## src/rtl/mult_pkg.sv

```systemverilog
// Shared types and sizing for the sequential shift-add multiplier.
package mult_pkg;

  localparam int DEF_W = 4;

  typedef enum logic [1:0] {
    IDLE = 2'd0,
    RUN  = 2'd1,
    DONE = 2'd2
  } state_e;

  // Step counter must also hold W itself, the value reached after the last row.
  function automatic int cnt_w(input int w);
    return $clog2(w) + 1;
  endfunction

  localparam int DEF_KW = cnt_w(DEF_W);

endpackage

```

## src/rtl/pp_row.sv

```systemverilog
// One partial-product row: multiplicand gated by a single multiplier bit.
module pp_row
  import mult_pkg::*;
#(
  parameter int W = DEF_W
) (
  input  logic [W-1:0] m,
  input  logic         q,
  output logic [W-1:0] pp
);

  for (genvar i = 0; i < W; i++) begin : g_bit
    assign pp[i] = m[i] & q;
  end

endmodule

```

## src/rtl/seq_mult_4bit.sv

```systemverilog
// Sequential unsigned multiplier: one partial-product row per RUN cycle,
// registered product/busy/done with fixed W+1 edge latency.
module seq_mult_4bit
  import mult_pkg::*;
#(
  parameter int W = DEF_W
) (
  input  logic           clk,
  input  logic           rst_n,
  input  logic           start,
  input  logic [W-1:0]   a,
  input  logic [W-1:0]   b,
  output logic [2*W-1:0] product,
  output logic           busy,
  output logic           done
);

  localparam int KW = cnt_w(W);

  state_e         state, state_nx;
  logic [W-1:0]   a_q, b_q;
  logic [2*W-1:0] acc;
  logic [KW-1:0]  k;

  logic [W-1:0]   b_sh;
  logic           q_bit;
  logic [W-1:0]   row;
  logic [2*W-1:0] row_ext;
  logic           last_step;

  logic           busy_d, done_d, load_prod;

  assign b_sh      = b_q >> k;
  assign q_bit     = b_sh[0];
  assign last_step = (k == KW'(W - 1));

  pp_row #(.W(W)) u_pp_row (
    .m  (a_q),
    .q  (q_bit),
    .pp (row)
  );

  assign row_ext = {{W{1'b0}}, row} << k;

  always_ff @(posedge clk) begin
    if (!rst_n) state <= IDLE;
    else        state <= state_nx;
  end

  always_comb begin
    state_nx = state;
    unique case (state)
      IDLE:    if (start) state_nx = RUN;
      RUN:     if (last_step) state_nx = DONE;
      DONE:    state_nx = IDLE;
      default: state_nx = IDLE;
    endcase
  end

  // Outputs are registered from the current state, so they trail it by one
  // edge; this lets IDLE overlap the done pulse and accept a back-to-back start.
  always_comb begin
    busy_d    = (state != IDLE);
    done_d    = (state == DONE);
    load_prod = (state == DONE);
  end

  always_ff @(posedge clk) begin
    if (!rst_n) begin
      a_q     <= '0;
      b_q     <= '0;
      acc     <= '0;
      k       <= '0;
      product <= '0;
      busy    <= 1'b0;
      done    <= 1'b0;
    end else begin
      busy <= busy_d;
      done <= done_d;
      if (load_prod) product <= acc;
      case (state)
        IDLE: if (start) begin
          a_q <= a;
          b_q <= b;
          acc <= '0;
          k   <= '0;
        end
        RUN: begin
          acc <= acc + row_ext;
          k   <= k + 1'b1;
        end
        default: ;
      endcase
    end
  end

endmodule

```

## config.mk

```make
export PLATFORM = sky130hd
export DESIGN_NAME = seq_mult_4bit
export DESIGN_NICKNAME = d
export VERILOG_FILES = /design/src/rtl/mult_pkg.sv /design/src/rtl/pp_row.sv /design/src/rtl/seq_mult_4bit.sv
export SDC_FILE = /design/constraint.sdc
export NUM_CORES = 1
export LEC_CHECK = 0
export ABC_AREA = 1
export BUFFER_PORTS_ARGS = -buffer_cell sky130_fd_sc_hd__buf_4
export CAP_MARGIN = 0
export CORE_MARGIN = 2
export CORE_UTILIZATION = 40
export DETAILED_ROUTE_END_ITERATION = 6
export SLEW_MARGIN = 25
export SYNTH_ARGS = -nofsm -noshare
export SYNTH_HDL_FRONTEND = slang
export SYNTH_HIERARCHICAL = 1
export SYNTH_SLANG_ARGS = --single-unit
```

## constraint.sdc

```tcl
create_clock -name clk -period 2.98 [get_ports clk]
set_clock_uncertainty 0.2 [all_clocks]
set_input_delay 0.149 -clock clk [delete_from_list [all_inputs] [get_ports clk]]
set_output_delay 0.149 -clock clk [all_outputs]
set_load 0.05 [all_outputs]
```

Word level (Yosys, flattened, before mapping)
Cells that the tools add are included.
{"block": "totals", "regBits": 31, "latchBits": 0, "mem_bits_rw": 0, "mem_bits_ro": 0, "out_inout_bits": 10, "n_memories": 0}
{"block": "op_classes", "add_sub_neg": 2, "mul": 0, "n_div": 0, "n_lt_le_gt_ge": 0, "eq_ne": 5, "shifts": 2, "muxes": 7, "bitwise_logic": 4, "n_reduce_logical": 6}
{"op": "8-bit case mux with 2 select lines", "n": 1}
{"op": "8-bit adder", "n": 1}
{"op": "8-bit 2-to-1 mux", "n": 1}
{"op": "4-bit by 3-bit << shifter with 8-bit output", "n": 1}
{"op": "3-bit case mux with 2 select lines", "n": 1}
{"op": "2-bit AND reduction", "n": 3}
{"op": "1-bit bitwise AND", "n": 4}
{"op": "2-bit 2-to-1 mux", "n": 2}
{"op": "2-bit != test (second input constant)", "n": 2}
{"op": "2-bit case mux with 2 select lines", "n": 1}
{"op": "2-bit nonzero test", "n": 2}
{"op": "4-bit by 3-bit right shift with 1-bit output", "n": 1}
{"op": "3-bit by 1-bit adder with 3-bit output (second input constant)", "n": 1}
{"op": "3-bit by 2-bit equality test with 1-bit output (second input constant)", "n": 1}
{"op": "3-bit 2-to-1 mux", "n": 1}
{"op": "2-bit by 1-bit equality test with 1-bit output (second input constant)", "n": 1}
{"op": "2-bit equality test (second input constant)", "n": 1}
{"op": "2-bit logical NOT", "n": 1}

Logic depth before layout (Yosys ltp)
Gate-level depths: netlist of run 1.
{"block": "depth", "depth_word": 5, "mapped_depth": 21}

Cells and area by module
Netlist of run 1, hierarchy kept.
{"module": "seq_mult_4bit", "n_inst": 1, "cells_each": 225, "area_per_inst_um2": 1641.6}
{"module": "pp_row", "n_inst": 1, "cells_each": 8, "area_per_inst_um2": 30.0}

Worst setup path before layout of run 1
OpenSTA, ideal clock, no wires.
{"block": "synth_path", "path_kind": "flip-flop to flip-flop", "start": "register k[1]", "end": "register acc[7]", "setup_time_ns": 0.066, "arrival_ns": 2.328, "required_time_ns": 2.714, "setup_slack_ns": 0.386, "path_stages_with_launch": 22, "n_path_buf": 1, "synth_period_minus_slack_ns": 2.594, "cell_sequence": "dfxtp_1 buf_6 inv_1 nor2_1 o21ai_0 a21oi_1 nand2_1 inv_1 nand2_1 nand2_1 o21ai_0 o22ai_1 ha_1 nand2_1 inv_1 nand2_1 nand2_1 a21oi_1 inv_1 nand2_1 nand3_2 a21oi_2"}
{"block": "synth_via", "elab_chain_len": 5, "word_cells_on_any_way": 8, "cone_classes": "add/sub: 1; shift: 2; mux: 1; bitwise: 4"}
{"element": "start: declaration", "line": "seq_mult_4bit.sv:23", "text": "logic [KW-1:0] k;"}
{"element": "start signal: assignment", "line": "seq_mult_4bit.sv:90", "text": "k <= k + 1'b1;"}
{"element": "4-bit by 3-bit right shift with 1-bit output", "line": "seq_mult_4bit.sv:33", "text": "assign b_sh = b_q >> k;"}
{"element": "named net b_sh[0]", "line": "seq_mult_4bit.sv:25", "text": "logic [W-1:0] b_sh;"}
{"element": "1-bit bitwise AND", "line": "pp_row.sv:13", "text": "assign pp[i] = m[i] & q;"}
{"element": "named net row[1]", "line": "seq_mult_4bit.sv:27", "text": "logic [W-1:0] row;"}
{"element": "4-bit by 3-bit << shifter with 8-bit output", "line": "seq_mult_4bit.sv:43", "text": "assign row_ext = {{W{1'b0}}, row} << k;"}
{"element": "8-bit adder", "line": "seq_mult_4bit.sv:89", "text": "acc <= acc + row_ext;"}
{"element": "8-bit case mux with 2 select lines", "line": "seq_mult_4bit.sv:81", "text": "case (state)"}
{"element": "end signal: assignment", "line": "seq_mult_4bit.sv:89"}
{"element": "end: declaration", "line": "seq_mult_4bit.sv:22", "text": "logic [2*W-1:0] acc;"}
The timed path passes the listed nets, and every way through them passes these cells.
A chain may end at the register's enable or synchronous reset.

Worst setup path after layout of run 1
Ends and elaborated chain as after synthesis.

==> results of run 1 <==
-- registers in the layout (all words and copies together) (netlist names) --
name / cells
a_q: 4
b_q: 4
product: 8
k: 3
busy: 1
acc: 8
done: 1
state: 2
-- metal layers --
layer	part of all wire (%)	track usage (%)
met1	51	25.1
met5	0	0
met2	44	28.4
met4	1.4	7.75
met3	2.9	3.41
-- repair_timing --
action                                  4_1_cts  5_1_grt
buffers inserted                              0        0
endpoints found under the setup margin        0        5
endpoints found under the hold margin        15        0
gates resized for setup                       0       10
hold buffers                                 10        0
-- cell usage in the layout (no fill, tap or decap), types with 3 or more instances in the layout --
cell type | synthesis | routed
nand3_1 | 7 | 7
nand3_2 | 5 | 5
nand4_1 | 3 | 3
nand2_1 | 47 | 46
clkbuf_8 | 0 | 7
nor2_1 | 43 | 42
inv_1 | 21 | 18
ha_1 | 9 | 9
a21oi_2 | 1 | 3
buf_4 | 0 | 23
inv_2 | 2 | 5
nand2_2 | 3 | 4
dlygate4sd3_1 | 0 | 10
o21ai_0 | 22 | 21
dfxtp_1 | 31 | 30
a21oi_1 | 19 | 17
-- power by group --
group | switching, mW | internal (mW)
Clock | 0.153 | 0.211
Sequential | 0.0116 | 0.430
Combinational | 0.0739 | 0.0496
Total | 0.239 | 0.690
-- worst reg2reg max path, delay by kind of cell (launching register included) --
kind,cells,cell delay (ps)
buf+inv,4,330
compound gates,6,790
fa+ha+maj,1,310
simple gates,9,650
flops,1,320
-- area by class of cell --
type                    count  area [um^2]  area share, %
repair buffers             33          273           13.1
flip-flops and latches     31          624           30.1
well taps                  50         62.6           3.02
inverters                  24         92.6           4.46
clock buffers               8          100           4.83
multi-input cells         173          922           44.5
-- worst max path at each step --
stage | start | to | slack [ps] | depth (start not counted)
final | k[1] | acc[7] | 310 | 20
after global routing | k[0] | acc[7] | 10 | 20
after CTS | k[0] | acc[7] | 60 | 20
after detailed placement | k[0] | acc[7] | 80 | 20
after global placement | k[0] | acc[7] | 140 | 20
after floorplan | k[1] | acc[7] | 390 | 21
-- cell families after synthesis --
logic type               after synthesis  share of synthesized area, %
AND/OR/NAND/NOR                      116                          31.4
AO/OA/AOI/OAI                         47                          15.0
flip-flops                            31                          37.1
buffers and inverters                 29                          8.46
adder cells (fa/ha/maj)               10                          7.93
-- metrics by stage --
step                      cells  setup slack [ps]
after floorplan             233               386
after global placement      301               138
after detailed placement    301              83.8
after CTS                   319              62.3
after global routing        319              13.3
final                       319               305
==> impl_metrics.tcl, run 1 <==
set metrics [dict create \
    clock.fmax_mhz 374 \
    min_to "state[0]" \
    postLayoutCoreUtil_pct 51.9 \
    crit_path_cell_trace "buf_4, nor2_1, o21ai_1, a21oi_2, nand2_1, inv_2, nand2_1, nand2_1, o21ai_0, o22ai_1, ha_1, nand2_1, inv_1, nand2_1, nand2_1, a21oi_2, inv_1, nand2_1, nand3_2, a21oi_2" \
    critPathKind "reg2reg" \
    p_leak_nw 0.986 \
    critPathLaunchType "register" \
    fillCellCount 389 \
    die_w_um 68.6 \
    io_pins 21 \
    max_stage_delay_ps 320 \
    rr_startpoint "k[1]" \
    wl_um 3760 \
    path_buf_inv 4 \
    r2r_slack_ps 310 \
    antennaDiodeCount 0 \
    syn_area_mm2 0.00167 \
    powerDensity_mw_per_mm2 448 \
    grt_pass1_wl_um 6350 \
    first_global_vias 1456 \
    ys_async_sr_fraction_pct 0 \
    grt.total_usage_pct 18.4 \
    drt_iter0_markers 54 \
    synth_seq_cells 31 \
    fin_crit_ps 2670 \
    gp_congestion 0.803 \
    firstDrtPassIters 4 \
    syn_to_final_growth_pct 24.1 \
    drc 0 \
    synth.area.top_cells "dfxtp_1 (37%), nand2_1 (11%), nor2_1 (9.7%)" \
    finalNetCount 289 \
    status "complete, no violations" \
    vias 1552 \
    tns_ps 0 \
    yosys_warnings 6 \
    drive_gt1_share_pct 20.4 \
    arrival_ps 2690 \
    crit_slowest_cell "dfxtp_1" \
    synth.distinct_cells 28 \
    setup_viol 0 \
    slew_headroom_pct 64.4 \
    grt_antenna_before_repair 0 \
    critPathTopFamily "compound AO/OA/AOI/OAI gates" \
    reg2reg_to "acc[7]" \
    netlist_instances 233 \
    core_mm2 0.00400 \
    synth_seq_area_share_pct 37.1 \
    dp_hpwl_um 2690 \
    rows 23 \
    power_mw 0.928 \
    routed_via_density 4.87 \
    die_area_mm2 0.00471 \
    start_util_pct 41.8 \
    overflow 0 \
    numCtsBuffers 5 \
    clk_pin_slew_ps 70 \
    grt_max_degree 18 \
    cts-htree-levels 2 \
    tightestPinTransition_ps 534 \
    cts_sinks 31 \
    whs_ps 83.7 \
    endpoint_kind "register" \
    yosysMostFrequentCell "nand2_1" \
    fin_area_mm2 0.00207 \
    clkLatencyLatePin_ps 280 \
    portBuffers 20 \
    postRouteAntennaNets 0 \
    dpl-instance-area_mm2 0.00186 \
    wire_per_inst_um 11.8 \
    min_path_cells 3 \
    fin_crit_sh_pct 89.8 \
    synth_top_cell_by_area "dfxtp_1" \
    hold_path_class "in2reg" \
    r2r_cells 20 \
    cap_viol_max_count 0 \
    synthesis.nets 254 \
    die_h_um 68.6 \
    cts_tree "built" \
    required_ps 3000 \
    synth_edf_count 0 \
    hold_start "start" \
    synth_top_cells_by_count "nand2_1 (47), nor2_1 (43), dfxtp_1 (31)" \
    netlist.area_leader.share_pct 37.1 \
    grt_setup_unrepaired "no" \
    clockBufferDepth 2 \
    vdd_ir_drop_max_mv 0.367 \
    root_buffer "clkbuf_8" \
    syn_avg_cell_area_um2 7.17 \
    slew_violations 0 \
    crit_fanout 8 \
    yosys_most_used_dff "dfxtp_1" \
    finalHoldViolations 0 \
    cp_common_cell "nand2_1" \
]
(Power assumes the default switching activity.)
==> inputs of run 2 (changes only) <==
--- a/config.mk
+++ b/config.mk
@@ -8,9 +8,9 @@
 export ABC_AREA = 1
 export BUFFER_PORTS_ARGS = -buffer_cell sky130_fd_sc_hd__buf_4
 export CAP_MARGIN = 0
-export CORE_MARGIN = 2
 export CORE_UTILIZATION = 40
 export DETAILED_ROUTE_END_ITERATION = 6
+export PLACE_DENSITY = 0.64
 export SLEW_MARGIN = 25
 export SYNTH_ARGS = -nofsm -noshare
 export SYNTH_HDL_FRONTEND = slang
==> run 2 against run 1 <==
Effect of this change: count of clock-buffer cells in the layout is the same; critical path depth shrank 1; power shrank 0.42%; flip-flop and latch count is the same; via count grew 0.45%; routed wire length grew 0.59%; critical path type unchanged; critical endpoint unchanged; highest routed layer unchanged.
==> impl_metrics.tcl, run 2 (synthesis results as in run 1) <==
set metrics [dict create \
    hold_path_class "in2reg" \
    setup_viol 0 \
    first_global_vias 1410 \
    fin_crit_ps 2710 \
    tns_ps 0 \
    finalHoldViolations 0 \
    wl_um 3780 \
    clk_pin_slew_ps 70 \
    cts_tree "built" \
    routed_via_density 4.90 \
    grt.total_usage_pct 19.9 \
    gp_congestion 0.793 \
    required_ps 2990 \
    die_area_mm2 0.00444 \
    max_stage_delay_ps 390 \
    drc 0 \
    root_buffer "clkbuf_8" \
    overflow 0 \
    whs_ps 8.43 \
    stdcell_count 318 \
    core_mm2 0.00400 \
    cap_viol_max_count 0 \
    cts_sinks 31 \
    postRouteAntennaNets 0 \
    start_util_pct 41.8 \
    die_h_um 66.6 \
    finalNetCount 288 \
    powerDensity_mw_per_mm2 449 \
    p_leak_nw 0.986 \
    clock.fmax_mhz 369 \
    crit_slowest_cell "dfxtp_4" \
    grt_setup_unrepaired "no" \
    met1_usage_pct 28.5 \
    status "complete, no violations" \
    power_mw 0.925 \
    endpoint_kind "register" \
    slew_violations 0 \
    grt_antenna_before_repair 0 \
    clkLatencyLatePin_ps 280 \
    drt_iter0_markers 53 \
    crit_fanout 8 \
    io_pins 21 \
    grt_pass1_wl_um 6620 \
    dp.cells 301 \
    grt_max_degree 18 \
    vias 1559 \
    reg_top3 "acc x8, product x8" \
    numCtsBuffers 5 \
    vdd_ir_drop_max_mv 0.375 \
    clockBufferDepth 2 \
    syn_to_final_growth_pct 23.1 \
    die_w_um 66.6 \
    postLayoutCoreUtil_pct 51.4 \
    antennaDiodeCount 0 \
    arrival_ps 2720 \
    cts-htree-levels 2 \
    grt_use_met2_pct 29.0 \
    busiest_layer "met2" \
    critPathKind "reg2reg" \
    portBuffers 20 \
    final_common_cell "nand2_1" \
    slew_headroom_pct 66.2 \
    crit_path_cell_trace "inv_2, o21ai_0, a21oi_2, nand2_1, inv_2, nand2_1, nand2_1, o21ai_0, o22ai_1, ha_1, nand2_1, inv_1, nand2_1, nand2_1, a21oi_2, inv_1, nand2_1, nand3_2, a21oi_2" \
    drive_gt1_share_pct 19.4 \
    critPathLaunchType "register" \
    rows 23 \
    final_cell_mix "nand2_1 (47), nor2_1 (43), dfxtp_1 (30)" \
    tightestPinTransition_ps 507 \
    cp_common_cell "nand2_1" \
    dp_hpwl_um 2610 \
    firstDrtPassIters 6 \
    wire_per_inst_um 11.9 \
    grt_use_met3_pct 4.28 \
    fin_crit_sh_pct 91.0 \
]
run 2: changes by cell type in the layout (fill, tap and decap cells not counted):
cell / change
inv_1: +2
nand2_1: +1
nor2_2: -1
inv_2: -2
buf_4: +1
nor2_1: +1
dlygate4sd3_1: -2
nand2_2: -1
run 2: final timing paths:
path                              endpoint  depth (start not counted)  slack [ps]   start
worst min-delay path            product[4]                          3           8   rst_n
worst min register to register      a_q[1]                          2         290  a_q[1]
worst max-delay path                acc[7]                         19         270    k[0]
worst max register to register      acc[7]                         19         270    k[0]
run 2: metrics by stage:
step | cell area [um^2] | worst slack [ps]
floorplan | 1670 | 386
global placement | 1860 | 149
detailed placement | 1860 | 76.7
CTS | 2040 | 38.5
global route | 2060 | 1.96
finish | 2060 | 269
run 2: critical path: cells and delay by family (launching register included):
family                     cells  cell delay, ps
adders and majority gates      1             360
DFF                            1             390
buffers and inverters          4             210
and+or+nand+nor                8             560
AOI/OAI and AO/OA              6             920
run 2: final cells by class:
cell class,count,area (um^2)
fillers,390,1940
clock buffers,8,100
multi-input cells,173,917
inverters,24,92.6
well taps,50,62.6
repair buffers,32,260
flip-flops and latches,31,624
run 2: layer usage:
layer | wire length (um) | share of wire (%) | up-vias
li1 | - | - | 832
met1 | 1940 | 51 | 690
met2 | 1630 | 43 | 29
met3 | 130 | 3.4 | 8
met4 | 77 | 2.0 | 0
met5 | 0 | 0 | -
run 2: repair_timing:
action	in CTS	in global routing
hold endpoints to repair	8	0
setup endpoints to repair	0	5
setup buffers	0	1
hold buffers	8	0
gates resized for setup	0	6
run 2: power by group:
group,switching (mW),internal [mW],leakage [nW]
combinational,0.0741,0.0473,0.681
clock,0.151,0.211,0.0515
sequential,0.0117,0.430,0.253
total,0.237,0.687,0.986
==> inputs of run 3 (changes only) <==
--- a/config.mk
+++ b/config.mk
@@ -11,7 +11,7 @@
 export CORE_UTILIZATION = 40
 export DETAILED_ROUTE_END_ITERATION = 6
 export PLACE_DENSITY = 0.64
-export SLEW_MARGIN = 25
+export SLEW_MARGIN = 10
 export SYNTH_ARGS = -nofsm -noshare
 export SYNTH_HDL_FRONTEND = slang
 export SYNTH_HIERARCHICAL = 1
==> constraint.sdc (replaced) <==
create_clock -name clk -period 3.4 [get_ports clk]
set_clock_uncertainty 0.2 [all_clocks]
set_input_delay 0.17 -clock clk [delete_from_list [all_inputs] [get_ports clk]]
set_output_delay 0.17 -clock clk [all_outputs]
set_load 0.005 [all_outputs]
==> run 3 against run 2 <==
Effect of this change: cell count is 0.94% lower; sequential share of layout area is 0.59 points higher; clock power is 20% lower; sequential power is 12% lower; critical path type unchanged; core utilization is 1.2 points lower; highest routed layer unchanged; worst hold slack hardly changed; die area stayed put; worst setup slack better by 150 ps; register-to-register slack better by 150 ps; via count is 1.7% lower.
==> impl_metrics.tcl, run 3 (synthesis results as in run 1) <==
set metrics [dict create \
    gp_congestion 0.819 \
    portBuffers 20 \
    start_util_pct 41.8 \
    firstDrtPassIters 4 \
    grt_max_degree 18 \
    reg_top3 "acc x8, product x8" \
    slew_violations 0 \
    clk_pin_slew_ps 70 \
    die_w_um 66.6 \
    grt_pass1_wl_um 6370 \
    tightestPinTransition_ps 518 \
    clockBufferDepth 2 \
    critPathKind "reg2reg" \
    vdd_ir_drop_max_mv 0.350 \
    place_ws_ps 412 \
    slew_headroom_pct 65.5 \
    cp_common_cell "nand2_1" \
    critPathTopFamily "compound AO/OA/AOI/OAI gates" \
    finalNetCount 285 \
    status "complete, no violations" \
    arrival_ps 3000 \
    ff_latch_area_um2 622 \
    clock.fmax_mhz 336 \
    p_comb_share_pct 12.7 \
    io_pins 21 \
    rows 23 \
    root_buffer "clkbuf_8" \
    critPathLaunchType "register" \
    fin_ws_ps 420 \
    die_h_um 66.6 \
    cap_viol_max_count 0 \
    cts_sinks 31 \
    grt.total_usage_pct 19.4 \
    final_cell_mix "nand2_1 (47), nor2_1 (43), dfxtp_1 (30)" \
    switching_share_pct 27.9 \
    crit_fanout 8 \
    wire_per_inst_um 11.5 \
    required_ps 3420 \
    dp_hpwl_um 2600 \
    clkLatencyLatePin_ps 290 \
    stdcell_count 315 \
    cts-htree-levels 2 \
    first_global_vias 1428 \
    pwr-share-seq_pct 50.1 \
    final_common_cell "nand2_1" \
    grt_setup_unrepaired "no" \
    tns_ps 0 \
    syn_to_final_growth_pct 20.2 \
    vias 1533 \
    crit_slowest_cell "dfxtp_1" \
    p_leak_nw 0.961 \
    numCtsBuffers 5 \
    grt_antenna_before_repair 0 \
    p_sw_mw 0.216 \
    dpl-instance-area_mm2 0.00184 \
    power_mw 0.774 \
    p_int_mw 0.558 \
    core_mm2 0.00400 \
    fin_area_mm2 0.00201 \
    setup_viol 0 \
    hold_path_class "in2reg" \
    postRouteAntennaNets 0 \
    wl_um 3640 \
    finalHoldViolations 0 \
    multi_input_area_um2 910 \
    overflow 0 \
    dp.cells 299 \
    powerDensity_mw_per_mm2 385 \
    drt_iter0_markers 42 \
    drc 0 \
    path_buf_inv 3 \
    cts_tree "built" \
    antennaDiodeCount 0 \
    clkPwrFrac_pct 37.2 \
    routed_via_density 4.87 \
    fillCellCount 388 \
    fin_crit_ps 2980 \
    endpoint_kind "register" \
    fin_crit_sh_pct 87.7 \
    max_stage_delay_ps 470 \
    crit_path_cell_trace "nor2_1, nor2_1, o21ai_0, a21oi_1, nand2_1, inv_1, nand2_1, nand2_1, o21ai_0, o22ai_1, ha_1, nand2_1, inv_1, nand2_1, nand2_1, a21oi_1, inv_1, nand2_1, nand3_2, a21oi_2" \
    drive_gt1_share_pct 17.4 \
    die_area_mm2 0.00444 \
]
run 3: cell type report:
cell class | count | area share (%)
inverters | 24 | 4.61
flip-flops and latches | 31 | 30.9
well taps | 50 | 3.11
clock inverters | 2 | 0.623
repair buffers | 29 | 11.8
clock buffers | 6 | 3.61
multi-input cells | 173 | 45.3
run 3: through the flow:
step	util [%]	hold slack (ps)
CTS	50.2	0.376
detailed placement	46.1	232
finish	50.2	8.41
global route	50.2	20.7
floorplan	-	106
global placement	46.1	221
run 3: power by group through the flow:
stage	registers [mW]	clock network (mW)	logic (mW)
4_1_cts	0.387	0.296	0.0977
3_3_place_gp	0.395	0	0.0904
2_1_floorplan	0.392	0	0.0699
6_report	0.387	0.288	0.0982
3_5_place_dp	0.395	0	0.0893
5_1_grt	0.389	0.308	0.113
run 3: what timing repair did:
| action | in CTS | in global routing |
|---|---|---|
| gates resized for setup | 0 | 1 |
| endpoints found under the hold margin | 8 | 0 |
| endpoints found under the setup margin | 0 | 1 |
| buffers inserted | 0 | 0 |
| hold buffers | 8 | 0 |
run 3: worst paths after layout:
path / depth (start not counted) / slack, ps / endpoint / startpoint
worst max register to register: 20 / 420 / acc[7] / k[0]
worst min register to register: 2 / 290 / acc[0] / acc[0]
worst max-delay path: 20 / 420 / acc[7] / k[0]
worst min-delay path: 3 / 8 / product[2] / rst_n
run 3: per-layer routing:
metal  vias up  global-route usage [%]  share of wire, %
met5         -                       0                 0
met4         0                    7.98               1.8
met3         5                    4.62               3.3
met2        24                    30.4                44
met1       683                    25.2                51
li1        821                       -                 -
run 3: worst register-to-register path, cell delays in order (launching register included):
cell	delay, ps
dfxtp_1	470
nor2_1	90
nor2_1	110
o21ai_0	120
a21oi_1	270
nand2_1	80
inv_1	120
nand2_1	60
nand2_1	90
o21ai_0	100
o22ai_1	180
ha_1	310
nand2_1	100
inv_1	40
nand2_1	50
nand2_1	50
a21oi_1	190
inv_1	60
nand2_1	70
nand3_2	60
a21oi_2	100
